**src/rtl/uart_rx.sv**
```systemverilog
// uart_rx: 8N1 serial receiver with mid-bit sampling, start/stop validation
// and a circular receive buffer drained through a valid/ready handshake.
// Optional build macro: UART_RX_PARITY_EN (8E1 framing, adds o_parity_error).
module uart_rx #(
  parameter int ClockFrequency = 50_000_000,
  parameter int BaudRate       = 115200,
  parameter int BufferSize     = 16
) (
  input  logic       CLK,
  input  logic       RST,
  input  logic       i_data,
  input  logic       i_ready,
  output logic [7:0] o_frame,
  output logic       o_valid,
  output logic       o_framing_error,
  output logic       o_overrun
`ifdef UART_RX_PARITY_EN
  ,
  output logic       o_parity_error
`endif
);

  localparam int TicksPerBit = ClockFrequency / BaudRate;
  localparam int TickW       = $clog2(TicksPerBit);
  localparam int PtrW        = $clog2(BufferSize);
  localparam logic [TickW-1:0] TickLast = TickW'(TicksPerBit - 1);
  localparam logic [TickW-1:0] TickMid  = TickW'(TicksPerBit / 2 - 1);

`ifdef UART_RX_PARITY_EN
  typedef enum logic [2:0] {IDLE = 3'd0, START = 3'd1, DATA = 3'd2, STOP = 3'd3,
                            PARITY = 3'd4} state_t;
`else
  typedef enum logic [2:0] {IDLE = 3'd0, START = 3'd1, DATA = 3'd2, STOP = 3'd3} state_t;
`endif

  state_t           state;
  logic             sync1;
  logic             rxs;
  logic [TickW-1:0] tick;
  logic [2:0]       bit_cnt;
  logic [7:0]       shreg;
  logic [PtrW-1:0]  head;
  logic [PtrW-1:0]  tail;
  logic [PtrW-1:0]  head_next;
  logic [7:0]       mem [BufferSize];
  logic             full;
  logic             stop_ok;
  logic             par_bad;
  logic             push;
  logic             pop;
`ifdef UART_RX_PARITY_EN
  logic             par;
`endif

  assign o_valid = (head != tail);
  assign o_frame = o_valid ? mem[tail] : 8'h00;

  // Buffer status and push/pop decisions, all from pre-edge state.
  always_comb begin
    head_next = head + PtrW'(1);
    full      = (head_next == tail);
    stop_ok   = (state == STOP) && (tick == TickLast) && rxs;
`ifdef UART_RX_PARITY_EN
    par_bad   = ^{shreg, par};
`else
    par_bad   = 1'b0;
`endif
    push      = stop_ok && !par_bad && !full;
    pop       = o_valid && i_ready;
  end

  // Two-flop synchronizer; idles high so reset never looks like a start bit.
  always_ff @(posedge CLK or posedge RST) begin
    if (RST) begin
      sync1 <= 1'b1;
      rxs   <= 1'b1;
    end else begin
      sync1 <= i_data;
      rxs   <= sync1;
    end
  end

  // Frame FSM: start detect, mid-bit sampling, stop check and error pulses.
  always_ff @(posedge CLK or posedge RST) begin
    if (RST) begin
      state           <= IDLE;
      tick            <= '0;
      bit_cnt         <= 3'd0;
      shreg           <= 8'h00;
      o_framing_error <= 1'b0;
      o_overrun       <= 1'b0;
`ifdef UART_RX_PARITY_EN
      par             <= 1'b0;
      o_parity_error  <= 1'b0;
`endif
    end else begin
      o_framing_error <= 1'b0;
      o_overrun       <= 1'b0;
`ifdef UART_RX_PARITY_EN
      o_parity_error  <= 1'b0;
`endif
      case (state)
        IDLE: begin
          tick <= '0;
          if (!rxs) state <= START;
        end
        START: begin
          if (tick == TickMid) begin
            tick    <= '0;
            bit_cnt <= 3'd0;
            state   <= rxs ? IDLE : DATA;
          end else begin
            tick <= tick + TickW'(1);
          end
        end
        DATA: begin
          if (tick == TickLast) begin
            tick    <= '0;
            shreg   <= {rxs, shreg[7:1]};
            bit_cnt <= bit_cnt + 3'd1;
            if (bit_cnt == 3'd7) begin
`ifdef UART_RX_PARITY_EN
              state <= PARITY;
`else
              state <= STOP;
`endif
            end
          end else begin
            tick <= tick + TickW'(1);
          end
        end
`ifdef UART_RX_PARITY_EN
        PARITY: begin
          if (tick == TickLast) begin
            tick  <= '0;
            par   <= rxs;
            state <= STOP;
          end else begin
            tick <= tick + TickW'(1);
          end
        end
`endif
        STOP: begin
          if (tick == TickLast) begin
            tick  <= '0;
            state <= IDLE;
            if (!rxs) begin
              o_framing_error <= 1'b1;
            end else if (par_bad) begin
`ifdef UART_RX_PARITY_EN
              o_parity_error <= 1'b1;
`endif
            end else if (full) begin
              o_overrun <= 1'b1;
            end
          end else begin
            tick <= tick + TickW'(1);
          end
        end
        default: begin
          state <= IDLE;
          tick  <= '0;
        end
      endcase
    end
  end

  // Circular buffer pointers; full test above uses pre-edge pointers.
  always_ff @(posedge CLK or posedge RST) begin
    if (RST) begin
      head <= '0;
      tail <= '0;
    end else begin
      if (push) head <= head_next;
      if (pop)  tail <= tail + PtrW'(1);
    end
  end

  // Buffer storage; contents are only meaningful between tail and head.
  always_ff @(posedge CLK) begin
    if (push) mem[head] <= shreg;
  end

endmodule

```
**config.mk**
```make
export PLATFORM = sky130hd
export DESIGN_NAME = uart_rx
export DESIGN_NICKNAME = d
export VERILOG_FILES = /design/src/rtl/uart_rx.sv
export SDC_FILE = /design/constraint.sdc
export NUM_CORES = 1
export LEC_CHECK = 0
export CAP_MARGIN = 0
export CORE_MARGIN = 1
export CORE_UTILIZATION = 30
export DETAILED_ROUTE_END_ITERATION = 10
export HOLD_SLACK_MARGIN = 0.02
export PLACE_DENSITY_LB_ADDON = 0.12
export RECOVER_POWER = 50
export SYNTH_ARGS = -nofsm -noshare
export SYNTH_HDL_FRONTEND = slang
export SYNTH_SLANG_ARGS = --single-unit
```
**constraint.sdc**
```tcl
create_clock -name CLK -period 3.4 [get_ports CLK]
set_input_delay 0.85 -clock CLK [delete_from_list [all_inputs] [get_ports CLK]]
set_output_delay 0.85 -clock CLK [all_outputs]
set_load 0.005 [all_outputs]
```
==> impl_results.md <==
- Crit-path slowest cell: mux4_2
- Antenna cells: 0
- Clk root buf: clkbuf_16
- GRT Total Usage: about 14%
- Leakage: between 2 and 2.5 nW
- Starting Density: between 30% and 40%
- Worst-skew pair later-pin latency: roughly 420 ps
- Post-synth top area share: a little under three fifths
- TritonCTS buffer count: 17
- Final setup fails: 0
- Crit Path Class: register to primary output
- Full die area: ~0.023 sq mm
- CTS Hold Buffers Added: 0
- Ys flop type: edfxtp_1
- Core ar.: roughly 0.022 sq mm
- DR vias: roughly 3300
- Max-slew violation count: 35
- H-tree level count: 4
- Syn_nets: approximately 390
- ANT nets after route: 0
- DRT Wirelength: 14.2 mm
- Die height: roughly 150 um
- Drt initial violations: between 150 and 200
- Clock Pin Slew Worst Setup and Hold Paths: 60 ps
- Final Hold Fails: 0
- Ratio of cells with drive above 1 in the final layout: 24.9%
- Maximum clock path buffer count: 2
- Final period util: a little over nine tenths
- Failing checks: max-capacitance violations, max-slew violations
- Post-Synth Simple-Gate Area: about 7.4%
- Seq cells post-synth: approximately 160
- Largest net degree at the start of global routing: 35
- Max incr delay on CP: between 500 and 600 ps
- Grt total ovfl: 0
- Largest family of logic cells by synthesized area: multiplexers
- Post-synth top area cell: edfxtp_1
- RSZ-0062 raised after global routing: no
- XOR/XNOR Fraction of Synth Area: roughly 2.8%
- Max VDD drop: roughly 0.29 mV
- Placed cell count: 671
- Min-Delay Path Class: register to register
- Skew final: roughly 7.9 ps
- CTS tree: yes
- Netlist Area Pre-Place: 0.00668 sq mm
- Post-synth cell types: 44
- Final Power: between 3 and 4 mW
- Clock sinks: roughly 160
- Crit. End Element: primary output
- Peak Freq: slightly above 300 MHz
- Largest fanout on the critical path: 22
- Worst Path Arrival: between 2000 and 2500 ps
- I/O pin count: 15
- DP Wirelength: 8.70 mm
- Adder-Cell Fraction of Synth Area: roughly 1.9%
- Post-route insts no fill: around 700
- Avg Synthesized Cell Area: roughly 18 sq um
- # DRC: 0
- Max_slew headroom: -24.9%
- Cell count after synthesis: roughly 380
- Mux contribution to synthesized area: between 10% and 20%
- Post-synthesis compound-gate area fraction: 2.87%
- Minimum clock period after layout: between 3000 and 4000 ps
- Area growth syn-to-layout: 18.0%
- Status: finished, violations left
- Initial antenna violation count: 0
- Async set-or-reset flop fraction in the synthesized netlist: a little over a fifth
- Sequential fraction of the synthesis area: a little over two thirds
- YS warnings: 0
- Die X: around 150 um
- Pre-Repair DR Iteration Count: 4
- Largest cells by area after synthesis: edfxtp_1 (58%), dfrtp_1 (12%), mux4_2 (11%)
- Detail-routed net length per standard cell: about 20 um
- Fin nets: about 430
- Row count: 54
- Maxcap violations: 1
- Worst Tran Pin Value: between 1500 and 2000 ps
- Fin Setup TNS: 0 ps
- Worst path cell trace: buf_12 > mux4_2 > o22ai_1 > nor2_1 > clkdlybuf4s50_1
- First-pass GRT wire length: 21.6 mm
- Power Density: roughly 500 mW/mm^2
- CP Launch Type: register
- Final GP Congestion: 0.682
- Post-synth EDFFs: 128
- Vias in the first global route: roughly 3500
- Via density: 4.73
- PortBufs: 14
- Min Hold Slack: approximately 360 ps
- Critical Path RT: approximately 2600 ps
-- power by group --
group	internal [mW]	switching, mW	leakage (nW)	total (mW)
Combinational	0.00341	0.00968	0.700	0.0131
Clock	1.02	0.796	0.272	1.82
Sequential	2.11	0.00102	1.33	2.12
-- area by class of cell --
type,count,area (sq um)
clock buffer,19,433
clock inverter,13,126
fill,2048,13900
inverter,5,18.8
multi-input combinational,188,1880
sequential,162,4700
tap,280,350
timing repair buffer,39,374
-- path summary, 6_finish.rpt --
path	startpoint	to	slack [ps]	cells past startpoint
worst max-delay path	tail[0]	o_frame[3]	120	5
worst min-delay path	sync1	rxs	360	0
worst max register to register	tick[1]	mem[0][4]	510	6
worst min register to register	sync1	rxs	360	0
max in group asynchronous	RST	tail[1]	640	3
min in group asynchronous	RST	shreg[2]	1530	3
-- worst max-delay path: cells and delay by family, from the launching register on --
kind / cells / cell delay (ps)
compound gates: 1 / 300
flops: 1 / 370
mux: 1 / 550
simple gates: 1 / 100
buf+inv: 2 / 670
-- placed cells by master, fill, tap and decap left out, types with 3 or more instances in the layout --
cell             synthesis  routed
edfxtp_1               128     128
mux4_2                  32      32
dfrtp_1                 32      31
nor2_1                  24      24
buf_4                    2      21
clkbuf_16                0      17
xnor2_1                 12      12
clkdlybuf4s50_1          0      12
nand3_1                 10      10
mux2_2                  10      10
ha_1                    10      10
nand2_1                  9       9
nand2b_1                 9       9
o22ai_1                  8       8
o211ai_1                 8       8
xor2_1                   7       7
nor3_1                   6       6
inv_1                    5       5
nand3b_1                 4       4
and4_1                   3       3
nand4_1                  3       3
and3_1                   3       3
inv_6                    0       3
clkinv_2                 0       3
clkbuf_1                 7       3
-- per-layer routing --
metal | routed length (um) | track usage (%) | vias to the layer above
met1 | 6810 | 18.6 | 1724
met3 | 579 | 3.55 | 11
met5 | 0 | 0 | -
met2 | 6670 | 21.1 | 51
li1 | - | - | 1556
met4 | 131 | 4.05 | 0
-- cell usage after synthesis, types with 2 or more instances --
cell type,instances
o2111ai_1,2
o211ai_1,8
nor4bb_1,2
dfstp_2,2
xnor2_1,12
mux2i_1,2
nand4_1,3
clkbuf_1,7
o22ai_1,8
nor2b_1,3
mux2_2,10
buf_4,2
and4_1,3
ha_1,10
nand2b_1,9
and3b_1,2
and3_1,3
nor3b_1,2
mux4_2,32
edfxtp_1,128
nor3_1,6
nand3_1,10
xor2_1,7
nand2_1,9
nor2_1,24
inv_1,5
buf_2,10
nand3b_1,4
dfrtp_1,32
nor4b_1,4
-- timing repair --
action | CTS | global route
buffers inserted | 0 | 2
gates cloned | 1 | 0
resized for setup | 0 | 1
setup endpoints to repair | 1 | 8
-- sequential cells by signal (all words and copies together), names as in the netlist --
signal and count:
mem 128, tick 9, shreg 8, head 4, tail 4, bit_cnt 3
state 2, o_framing_error 1, o_overrun 1, rxs 1, sync1 1
-- logic make-up after synthesis --
family	count (synthesis)
buf+inv	25
xor+xnor	20
flops	162
mux	45
compound gates	25
fa+ha+maj	10
simple gates	88
-- stage by stage --
| step | instance area, sq um | worst slack, ps | utilization (%) |
|---|---|---|---|
| after floorplan | 6680 | 578 | - |
| after global placement | 7280 | 496 | 33.4 |
| after detailed placement | 7280 | 458 | 33.4 |
| after CTS | 7870 | 17.5 | 36.1 |
| after global routing | 7890 | 7.13 | 36.1 |
| final | 7890 | 119 | 36.1 |
No activity file was read; power rests on OpenSTA's default activity.
